<file path="config.mk">
export PLATFORM = sky130hd
export DESIGN_NAME = noc_out_arbiter
export DESIGN_NICKNAME = d
export VERILOG_FILES = /design/src/rtl/noc_out_arbiter.sv
export SDC_FILE = /design/constraint.sdc
export NUM_CORES = 1
export LEC_CHECK = 0
export ABC_AREA = 1
export BUFFER_PORTS_ARGS = -buffer_cell sky130_fd_sc_hd__clkbuf_2
export CORE_MARGIN = 2
export CORE_UTILIZATION = 45
export CTS_BUF_LIST = sky130_fd_sc_hd__clkbuf_8
export DETAILED_ROUTE_END_ITERATION = 10
export MAX_ROUTING_LAYER = met4
export PLACE_DENSITY = 0.67
export SYNTH_ARGS = -nofsm -noshare
export SYNTH_HDL_FRONTEND = slang
export SYNTH_SLANG_ARGS = --single-unit
</file>
<file path="constraint.sdc">
create_clock -name clk_i -period 2.5 [get_ports clk_i]
set_clock_uncertainty 0.15 [all_clocks]
set_input_delay 0.125 -clock clk_i [delete_from_list [all_inputs] [get_ports clk_i]]
set_output_delay 0.125 -clock clk_i [all_outputs]
set_load 0.05 [all_outputs]
</file>
<file path="src/rtl/noc_out_arbiter.sv">
`default_nettype none
// ----------------------------------------------------------------------------
// noc_out_arbiter : per-output wormhole arbiter (round-robin, packet lock, credits)
// Revision 1.0
// ----------------------------------------------------------------------------
module noc_out_arbiter #(
  parameter int CREDITS = 4,
  parameter int CW      = $clog2(CREDITS + 1)
) (
  input  logic          clk_i,
  input  logic          rst_i,
  input  logic [4:0]    req_i,
  input  logic [4:0]    tail_i,
  input  logic          credit_i,
  output logic [3:0]    sel_o,
  output logic [4:0]    grant_o,
  output logic          valid_o,
  output logic          busy_o,
  output logic [CW-1:0] credit_cnt_o,
  output logic          credit_err_o
);

  typedef enum logic [0:0] {
    IDLE   = 1'b0,
    LOCKED = 1'b1
  } state_t;

  localparam logic [CW-1:0] CNT_MAX = CW'(CREDITS);

  state_t        state, state_nxt;
  logic [2:0]    owner, owner_nxt;
  logic [2:0]    ptr, ptr_nxt;
  logic [CW-1:0] cnt, cnt_nxt;
  logic          err, err_nxt;
  logic [2:0]    pick;
  logic [3:0]    idx;
  logic          found;
  logic [4:0]    owner_oh;
  logic          xfer;

  // Round-robin search starting at ptr, wrapping modulo 5.
  always_comb begin
    pick  = 3'd0;
    found = 1'b0;
    idx   = 4'd0;
    for (int i = 0; i < 5; i++) begin
      idx = {1'b0, ptr} + 4'(i);
      if (idx >= 4'd5) idx = idx - 4'd5;
      if (!found && req_i[idx[2:0]]) begin
        pick  = idx[2:0];
        found = 1'b1;
      end
    end
  end

  assign owner_oh = 5'b00001 << owner;
  assign xfer     = (state == LOCKED) && (|(req_i & owner_oh)) && (cnt != '0);

  always_comb begin
    state_nxt = state;
    owner_nxt = owner;
    ptr_nxt   = ptr;
    sel_o     = 4'b0111;
    grant_o   = 5'b00000;
    valid_o   = 1'b0;
    case (state)
      IDLE: begin
        if (found) begin
          owner_nxt = pick;
          state_nxt = LOCKED;
        end
      end
      LOCKED: begin
        sel_o = {1'b0, owner};
        if (xfer) begin
          grant_o = owner_oh;
          valid_o = 1'b1;
          if (|(tail_i & owner_oh)) begin
            state_nxt = IDLE;
            ptr_nxt   = (owner == 3'd4) ? 3'd0 : owner + 3'd1;
          end
        end
      end
      default: state_nxt = IDLE;
    endcase
  end

  // A credit and a transfer in the same cycle cancel out.
  always_comb begin
    cnt_nxt = cnt;
    err_nxt = err;
    if (credit_i && !xfer) begin
      if (cnt == CNT_MAX) err_nxt = 1'b1;
      else                cnt_nxt = cnt + 1'b1;
    end else if (xfer && !credit_i) begin
      cnt_nxt = cnt - 1'b1;
    end
  end

  always_ff @(posedge clk_i) begin
    if (rst_i) begin
      state <= IDLE;
      owner <= 3'd0;
      ptr   <= 3'd0;
      cnt   <= CNT_MAX;
      err   <= 1'b0;
    end else begin
      state <= state_nxt;
      owner <= owner_nxt;
      ptr   <= ptr_nxt;
      cnt   <= cnt_nxt;
      err   <= err_nxt;
    end
  end

  assign busy_o       = (state == LOCKED);
  assign credit_cnt_o = cnt;
  assign credit_err_o = err;

endmodule
`default_nettype wire

</file>
==> results of run 1 <==
[per-stage QoR]
stage               instances  hold slack (ns)
floorplan                 276           0.0441
global placement          376            0.257
detailed placement        376            0.254
CTS                       381            0.186
global route              384            0.260
finish                    384            0.186
[power groups by stage]
stage          sequential [mW]  clock, mW  combinational (mW)
4_1_cts                  0.311      0.188                2.20
2_1_floorplan            0.412          0                1.47
6_report                 0.316      0.190                2.54
3_5_place_dp             0.312          0                2.16
3_3_place_gp             0.312          0                2.14
5_1_grt                  0.327      0.196                2.81
[cell usage after synthesis, types with 2 or more instances]
cell / number / area share (%)
nand3_2: 4 / 2.4
nand4_1: 10 / 3.7
dfxtp_1: 11 / 13
o21ai_0: 12 / 3.5
o21ai_1: 5 / 1.5
o21ai_2: 2 / 1.0
fa_1: 2 / 2.4
a21oi_1: 11 / 3.2
inv_1: 32 / 7.1
nand4_2: 2 / 1.5
nand2_1: 72 / 16
nand3_1: 37 / 11
ha_1: 13 / 9.6
nor2_1: 25 / 5.5
inv_2: 5 / 1.1
nand2_4: 3 / 2.0
o211ai_1: 3 / 1.3
nand2_2: 6 / 2.2
[layer usage]
layer  global-route usage, %  vias to the layer above  part of all wire [%]  wire length, µm
li1                        -                     1037                     -                -
met1                    32.1                      921                    44             2240
met2                    43.4                       48                    51             2560
met3                    1.71                       10                   3.6              181
met4                    7.81                        0                   1.7               85
met5                       -                        -                     0                0
[kinds of logic (layout without fill, tap and decap cells)]
kind of cell	after synthesis	count (layout)	share of synthesized area (%)
buf+inv	42	102	11.8
fa+ha+maj	15	15	11.9
simple gates	164	164	46.2
xor+xnor	2	2	1.47
compound gates	41	41	15.4
flops	11	11	13.0
other cells	1	1	0.221
[cells in the final DEF (no fill, tap or decap), types with 5 or more instances in the layout]
| cell type | n |
|---|---|
| nand2_1 | 65 |
| nand3_1 | 33 |
| buf_4 | 31 |
| inv_1 | 25 |
| clkbuf_2 | 24 |
| nor2_1 | 18 |
| nand2_2 | 13 |
| inv_2 | 11 |
| nand4_1 | 10 |
| o21ai_0 | 9 |
| a21oi_1 | 9 |
| ha_1 | 9 |
| nand3_2 | 6 |
| dfxtp_1 | 6 |
| nor2_4 | 5 |
| o21ai_1 | 5 |
[worst max path at each step]
stage / from / to / slack [ns]
global route: ptr[0]$_SDFFE_PP0P_ / owner[0]$_SDFFE_PP0P_ / -0.21
global placement: owner[1]$_SDFFE_PP0P_ / credit_cnt_o[2]$_SDFFE_PP1P_ / -0.02
floorplan: owner[0]$_SDFFE_PP0P_ / credit_cnt_o[2]$_SDFFE_PP1P_ / -0.005
finish: ptr[0]$_SDFFE_PP0P_ / owner[0]$_SDFFE_PP0P_ / -0.08
detailed placement: owner[1]$_SDFFE_PP0P_ / credit_cnt_o[2]$_SDFFE_PP1P_ / -0.04
CTS: owner[0]$_SDFFE_PP0P_ / credit_cnt_o[2]$_SDFFE_PP1P_ / 0.0005
[registers in the layout (all words and copies together), names as in the netlist]
signal,count
ptr,3
credit_cnt_o,3
owner,3
busy_o,1
credit_err_o,1
[final cells by class]
type / count / area share (%)
Clock buffer: 3 / 1.76
Clock inverter: 1 / 0.213
Sequential cell: 11 / 9.73
Multi-Input combinational cell: 223 / 62.6
Inverter: 38 / 6.38
Timing Repair Buffer: 60 / 16.8
Tap cell: 48 / 2.55
[critical path, stage by stage, from the launching register on]
cell and delay [ns]:
dfxtp_4 0.35, clkinv_4 0.05, ha_4 0.12, inv_2 0.03, fa_2 0.44, a21oi_4 0.21, buf_6 0.13, o21ai_4 0.06
inv_1 0.05, nand3_1 0.07, nand3b_1 0.10, nand2_2 0.11, inv_4 0.12, nand4_4 0.14, nor2_4 0.15, nor2_4 0.04
nand2_2 0.07, a21oi_2 0.05
[repair_timing]
| item | CTS | global route |
|---|---|---|
| gates resized for setup | 7 | 46 |
| hold endpoints to repair | 1 | 0 |
| setup buffers | 0 | 3 |
| endpoints found under the setup margin | 4 | 7 |
| pin swaps | 0 | 19 |
| hold buffers | 1 | 0 |
==> results.yml, run 1 <==
layout:
  multi_input_area_um2: 1470
  num-fill-cells: 353
  utilization_pct: 64.7
  area_growth_pct: 38.5
  regArea_um2: 229
  fin_nets: 365
  design_area_um2: 2350
  antenna_cells: 0
  drive_above_1_share_pct: 39.9
route:
  drt_iter0_markers: 176
  drcViolationCount: 0
  viasPerCell: 5.25
  dr_total_vias: 2016
  wl_per_cell_um: 13.2
  dr.pass1.iters: 4
  ant_nets: 0
  totalWireLength_um: 5070
place:
  place_area_um2: 2090
  io_buffers: 26
  gp_congestion: 0.931
  place_worst_setup_slack_ns: -0.0445
  dp_hpwl_um: 3960
setup_path:
  cp-start-kind: "register"
  r2r_start: "ptr[0]$_SDFFE_PP0P_"
  r2r_slack_ns: -0.08
  endpoint_kind: "register"
  path_max_fanout: 6
  required_ns: 2.49
  timing.rr.end: "owner[0]$_SDFFE_PP0P_"
  crit_arrival_ns: 2.56
  reg2reg_depth: 17
  critPathKind: "register to register"
power_and_ir_drop:
  power_leakage_nw: 1.15
  p_comb_share_pct: 83.4
  switching_share_pct: 57.8
  peakVddDrop_mv: 0.640
  p_per_area_nw_per_um2: 1290
  finalPower_mw: 3.04
  seqPwrFrac_pct: 10.4
  p_int_mw: 1.28
  power.net_switching_mw: 1.76
  p_clk_share_pct: 6.3
logic_synthesis:
  synth_edf_count: 0
  syn_nets: 304
  ys_types: 39
  async_reset_ff_share_pct: 0
  synth_area_um2: 1700
  synth-seq-cells: 11
  synth_cells: 276
  avgSynthCellArea_um2: 6.15
  synth_flop_cell: "dfxtp_1"
  yosysSeqAreaShare_pct: 13.0
  yosys_warnings: 0
die:
  core_area_um2: 3630
  boundaryPins: 28
  start_util_pct: 46.7
  die_h_um: 65.4
  die_width_um: 65.4
  die-area_um2: 4280
  rows: 22
clock_network:
  cts_sinks: 11
  clk_pin_slew_ns: 0.06
  clock_latency_ns: 0.25
  h-tree-depth: 1
  numCtsBuffers: 3
  cts_tree: "yes"
  clock_path_buffers: 2
  cts_root_buf: "clkbuf_8"
timing:
  hold_viol_final: 0
  slew_viol_final: 0
  period_minus_slack_ns: 2.58
  finalSetupViolations: 2
  finalCritPeriodShare_pct: 103
  fin_ws_ns: -0.0765
  rsz0062_at_grt: "true"
  setup_tns_ns: -0.123
  fmax_mhz: 388
outcome:
  status: "complete, but fails checks"
  violations: "negative setup slack"
global_route:
  grt_pass1_wl_um: 8370
  grt_usage_pct: 25.3
  grt_pass1_vias: 1933
  global_route.overflow_total: 0
  grt_max_degree: 10
  grt_antenna_before_repair: 0
min_path:
  worstHoldEndpoint: "busy_o$_SDFF_PP0_"
  hp-class: "input pin to register"
  holdPathStages: 6
  min_from: "tail_i[4]"
job:
  maxCapViolCount: 0
Note: power is estimated with default switching activity, not from simulation.
==> run 2: changes to the inputs <==
- ABC_AREA: 1 -> not set
- CORE_MARGIN: 2 -> not set
==> run 2 against run 1 <==
Effect of this change:
- the flow still finishes with violations (negative setup slack)
- sequential power barely moved
- design area rose by 19%
- worst hold slack got worse by 0.16 ns
==> results.yml, run 2 <==
job:
  maxCapViolCount: 0
clock_network:
  cts_root_buf: "clkbuf_8"
  clock_latency_ns: 0.24
  numCtsBuffers: 3
  cts_tree: "yes"
  cts_sinks: 11
  clk_pin_slew_ns: 0.05
  clock_path_buffers: 2
  h-tree-depth: 1
die:
  rows: 21
  start_util_pct: 48.7
  core_area_um2: 3440
  die_h_um: 63.0
  boundaryPins: 28
  die_width_um: 63.0
  die-area_um2: 3970
route:
  drt_iter0_markers: 193
  totalWireLength_um: 6360
  dr.pass1.iters: 5
  wl_per_cell_um: 17.1
  viasPerCell: 5.87
  drcViolationCount: 0
  dr_total_vias: 2183
  ant_nets: 0
timing:
  setup_tns_ns: -1.93
  hold_viol_final: 0
  finalCritPeriodShare_pct: 121
  fin_worst_hold_slack_ns: 0.0236
  fmax_mhz: 330
  fin_ws_ns: -0.529
  period_minus_slack_ns: 3.03
  finalSetupViolations: 4
  rsz0062_at_grt: "true"
  slew_viol_final: 0
logic_synthesis:
  synth_top_area_share_pct: 13.1
  synth_cells: 222
  avgSynthCellArea_um2: 7.55
  synth-seq-cells: 11
  synth_area_um2: 1680
  synth_top_area_cell: "dfxtp_1"
  synth_flop_cell: "dfxtp_1"
  synth_common_cells: "20 x nor2_1, 19 x nand2_1, 15 x a21oi_1, 13 x ha_1, 13 x o21ai_0"
  yosysMostFrequentCell: "nor2_1"
  synth_edf_count: 0
  ys_types: 67
  yosys_warnings: 0
  synth_area_leaders: "dfxtp_1 13%, ha_1 9.7%, mux2i_1 6.0%"
  async_reset_ff_share_pct: 0
  yosysSeqAreaShare_pct: 13.1
  syn_nets: 250
layout:
  mostFrequentLayoutCell: "buf_4"
  final_cell_mix: "82 x buf_4, 23 x clkbuf_2, 19 x nand2_1"
  design_area_um2: 2810
  antenna_cells: 0
  area_growth_pct: 67.4
  drive_above_1_share_pct: 55.2
  fin_nets: 355
  final_cells: 372
setup_path:
  critPathKind: "register to register"
  r2r_slack_ns: -0.53
  path_max_fanout: 4
  cp-start-kind: "register"
  crit_family: "compound AO/OA/AOI/OAI gates"
  crit_arrival_ns: 3.02
  timing.rr.end: "owner[2]$_SDFFE_PP0P_"
  cp.buffers_inverters: 2
  required_ns: 2.49
  cp_slowest_cell: "fa_2"
  reg2reg_depth: 12
  r2r_start: "ptr[0]$_SDFFE_PP0P_"
  slowest_delay_ns: 0.41
  endpoint_kind: "register"
  crit_chain: "inv_8, ha_4, inv_2, fa_2, a21oi_4, mux2i_2, mux2i_1, o221ai_2, or2_4, a31oi_4, o32ai_2, a2111oi_2"
place:
  place_area_um2: 2400
  io_buffers: 26
  gp_congestion: 0.954
  dp_cells: 351
  dp_hpwl_um: 4210
min_path:
  min_from: "credit_i"
  worstHoldEndpoint: "credit_err_o$_SDFFE_PP0P_"
  hp-class: "input pin to register"
  holdPathStages: 3
global_route:
  global_route.overflow_total: 0
  grt_pass1_wl_um: 9540
  grt_max_degree: 16
  grt_usage_pct: 30.7
  grt_pass1_vias: 2095
  grt_antenna_before_repair: 0
power_and_ir_drop:
  p_per_area_nw_per_um2: 1060
  power_leakage_nw: 1.23
  peakVddDrop_mv: 0.847
outcome:
  status: "complete, but fails checks"
  violations: "negative setup slack"
run 2: timing repair:
action | CTS | global route
resized for setup | 32 | 21
buffers inserted | 13 | 4
pin swaps | 18 | 6
hold buffers | 0 | 0
endpoints found under the setup margin | 8 | 13
run 2: tightest hold or removal path, delay by kind of cell:
family	cells	cell delay (ns)
compound gates	1	0.07
buf+inv	1	0.11
simple gates	1	0.07
run 2: area by class of cell:
| type | count | area, µm² |
|---|---|---|
| Timing Repair Buffer | 112 | 793 |
| Multi-Input combinational cell | 186 | 1620 |
| Clock buffer | 3 | 41.3 |
| Tap cell | 46 | 57.6 |
| Clock inverter | 1 | 5.00 |
| Sequential cell | 11 | 231 |
| Inverter | 13 | 58.8 |
| Fill cell | 216 | 637 |
run 2: cells by family (layout without fill, tap and decap cells):
| family | Yosys count | after routing | synth area share, % |
|---|---|---|---|
| AND/OR/NAND/NOR | 78 | 78 | 24.8 |
| flip-flops | 11 | 11 | 13.1 |
| multiplexers | 12 | 12 | 7.32 |
| adder cells (fa/ha/maj) | 15 | 15 | 12.1 |
| XOR/XNOR | 5 | 5 | 2.61 |
| buffers and inverters | 25 | 129 | 6.12 |
| AO/OA/AOI/OAI | 75 | 75 | 33.7 |
| other | 1 | 1 | 0.224 |
run 2: layer usage:
layer / wire, µm / GRT usage (%) / vias to the layer above
met5: 0 / - / -
met4: 144 / 6.98 / 0
met3: 290 / 2.55 / 20
met2: 3270 / 55.0 / 89
met1: 2650 / 36.7 / 1040
li1: - / - / 1034
run 2: worst max path at each step:
stage | startpoint | endpoint | slack [ns] | cells after the start
2_1_floorplan | ptr[0]$_SDFFE_PP0P_ | owner[2]$_SDFFE_PP0P_ | -0.58 | 13
4_1_cts | ptr[1]$_SDFFE_PP0P_ | owner[2]$_SDFFE_PP0P_ | -0.49 | 11
5_1_grt | ptr[0]$_SDFFE_PP0P_ | owner[2]$_SDFFE_PP0P_ | -0.67 | 12
3_5_place_dp | ptr[1]$_SDFFE_PP0P_ | owner[2]$_SDFFE_PP0P_ | -0.51 | 11
6_report | ptr[0]$_SDFFE_PP0P_ | owner[2]$_SDFFE_PP0P_ | -0.53 | 12
3_3_place_gp | ptr[2]$_SDFFE_PP0P_ | owner[0]$_SDFFE_PP0P_ | -0.49 | 12
run 2: power breakdown:
part	total (mW)	switching, mW	internal, mW
combinational	2.48	1.36	1.12
clock	0.177	0.0673	0.109
sequential	0.316	0.0772	0.239
total	2.98	1.51	1.47
run 2: stage by stage:
step | power (mW) | worst slack (ns) | utilization, %
after floorplan | 1.59 | -0.580 | -
after global placement | 2.26 | -0.489 | 69.8
after detailed placement | 2.28 | -0.512 | 69.8
after CTS | 2.69 | -0.487 | 78.1
after global routing | 3.16 | -0.666 | 81.5
final | 2.98 | -0.529 | 81.5
==> run 3: changes to the inputs <==
- PLACE_DENSITY: 0.67 -> 0.74
==> run 3 against run 2 <==
Effect of this change:
- the flow still finishes with violations (negative setup slack)
- cell count shrank 3.8%
- clock power grew 3%
- combinational power shrank 6%
- total power shrank 5.0%
- critical endpoint is now owner[0]$_SDFFE_PP0P_
==> results.yml, run 3 (synthesized netlist as in run 2, its figures left out) <==
die:
  boundaryPins: 28
  core_area_um2: 3440
  start_util_pct: 48.7
  rows: 21
  die_width_um: 63.0
  die-area_um2: 3970
  die_h_um: 63.0
route:
  viasPerCell: 6.16
  drt_iter0_markers: 308
  dr.pass1.iters: 5
  dr_total_vias: 2206
  ant_nets: 0
  drcViolationCount: 0
  totalWireLength_um: 6440
  wl_per_cell_um: 18.0
setup_path:
  cp_slowest_cell: "a2111oi_2"
  crit_arrival_ns: 3.07
  crit_chain: "inv_4, ha_2, buf_4, a21oi_1, o21ai_2, o41a_1, a311o_1, a31o_1, or2_4, o22ai_2, a21oi_1, a2111oi_2"
  cp.buffers_inverters: 2
  endpoint_kind: "register"
  crit_family: "compound AO/OA/AOI/OAI gates"
  slowest_delay_ns: 0.41
  path_max_fanout: 6
  required_ns: 2.47
  critPathKind: "register to register"
  cp-start-kind: "register"
  path_common_cell: "a21oi_1"
layout:
  final_cells: 358
  area_growth_pct: 56.3
  fin_nets: 341
  drive_above_1_share_pct: 50.0
  regArea_um2: 231
  antenna_cells: 0
  multi_input_area_um2: 1540
  utilization_pct: 76.1
  num-fill-cells: 251
  design_area_um2: 2620
  final_cell_mix: "72 x buf_4, 21 x clkbuf_2, 19 x nand2_1"
  mostFrequentLayoutCell: "buf_4"
timing:
  fin_ws_ns: -0.597
  hold_viol_final: 0
  tightest_slew_ns: 0.505
  slew_viol_final: 0
  finalSetupViolations: 5
  rsz0062_at_grt: "true"
  finalCritPeriodShare_pct: 124
  fmax_mhz: 323
  relSlewSlack_pct: 66.3
  period_minus_slack_ns: 3.10
global_route:
  grt_antenna_before_repair: 0
  grt_usage_pct: 32.9
  global_route.overflow_total: 0
  grt_pass1_vias: 2184
  grt_pass1_wl_um: 10100
  grt_max_degree: 20
clock_network:
  cts_sinks: 11
  cts_hold_buf: 0
  h-tree-depth: 1
  clk_pin_slew_ns: 0.05
  numCtsBuffers: 3
  clock_latency_ns: 0.24
  cts_tree: "yes"
  cts_root_buf: "clkbuf_8"
  clock_path_buffers: 2
place:
  dp_hpwl_um: 4180
  place_area_um2: 2360
  io_buffers: 26
  place_worst_setup_slack_ns: -0.536
  dp_cells: 345
  gp_congestion: 0.894
min_path:
  hp-class: "input pin to register"
job:
  maxCapViolCount: 0
outcome:
  violations: "negative setup slack"
  status: "complete, but fails checks"
power_and_ir_drop:
  p_per_area_nw_per_um2: 1080
  peakVddDrop_mv: 0.838
  power_leakage_nw: 1.13
## run 3: changes by cell type in the layout (fill, tap and decap cells not counted), moves of 3 or more
cell and delta:
a21oi_1 +4, a21oi_2 -3, buf_4 -10, buf_6 -4, clkbuf_4 +4, ha_1 +3, o21ai_0 -3, o21ai_1 +3
## run 3: routing by layer
layer | wire (µm) | global-route usage (%)
met5 | 0 | -
met2 | 3300 | 59.3
met4 | 214 | 15.4
met3 | 422 | 4.20
met1 | 2500 | 35.3
## run 3: power by group
part	leakage (nW)	switching (mW)	internal, mW	total (mW)
registers	0.0930	0.0910	0.239	0.330
clock network	0.0255	0.0719	0.110	0.182
logic	1.01	1.29	1.02	2.32
total	1.13	1.46	1.37	2.83
## run 3: area by class of cell
cell class	instances	share of cell area, %
multi-input cells	186	58.9
repair buffers	98	26.1
flip-flops and latches	11	8.84
inverters	13	2.25
well taps	46	2.20
clock buffers	3	1.58
clock inverters	1	0.191
## run 3: timing repair
item                                    4_1_cts  5_1_grt
resized for setup                            24       15
setup buffers                                 5        4
pin swaps                                    11        5
endpoints found under the setup margin       10       16
## run 3: path summary, 6_finish.rpt
check                                 start                   endpoint  slack [ns]  depth (start not counted)
hold / removal                     credit_i  credit_err_o$_SDFFE_PP0P_        0.02                          3
setup / recovery        ptr[1]$_SDFFE_PP0P_      owner[0]$_SDFFE_PP0P_       -0.60                         12
hold reg to reg   credit_err_o$_SDFFE_PP0P_  credit_err_o$_SDFFE_PP0P_        0.32                          2
setup reg to reg        ptr[1]$_SDFFE_PP0P_      owner[0]$_SDFFE_PP0P_       -0.60                         12
## run 3: tightest hold or removal path, cell delays in order
cell	delay [ns]
clkbuf_2	0.11
a31oi_1	0.08
nor2_1	0.07
## run 3: stage by stage
step / power, mW / hold WS (ns) / TNS, ns
detailed placement: 2.25 / 0.263 / -1.83
global placement: 2.22 / 0.256 / -1.70
finish: 2.83 / 0.0236 / -2.20
floorplan: 1.59 / 0.119 / -1.85
CTS: 2.62 / 0.0123 / -1.83
global route: 3.01 / 0.0812 / -2.91
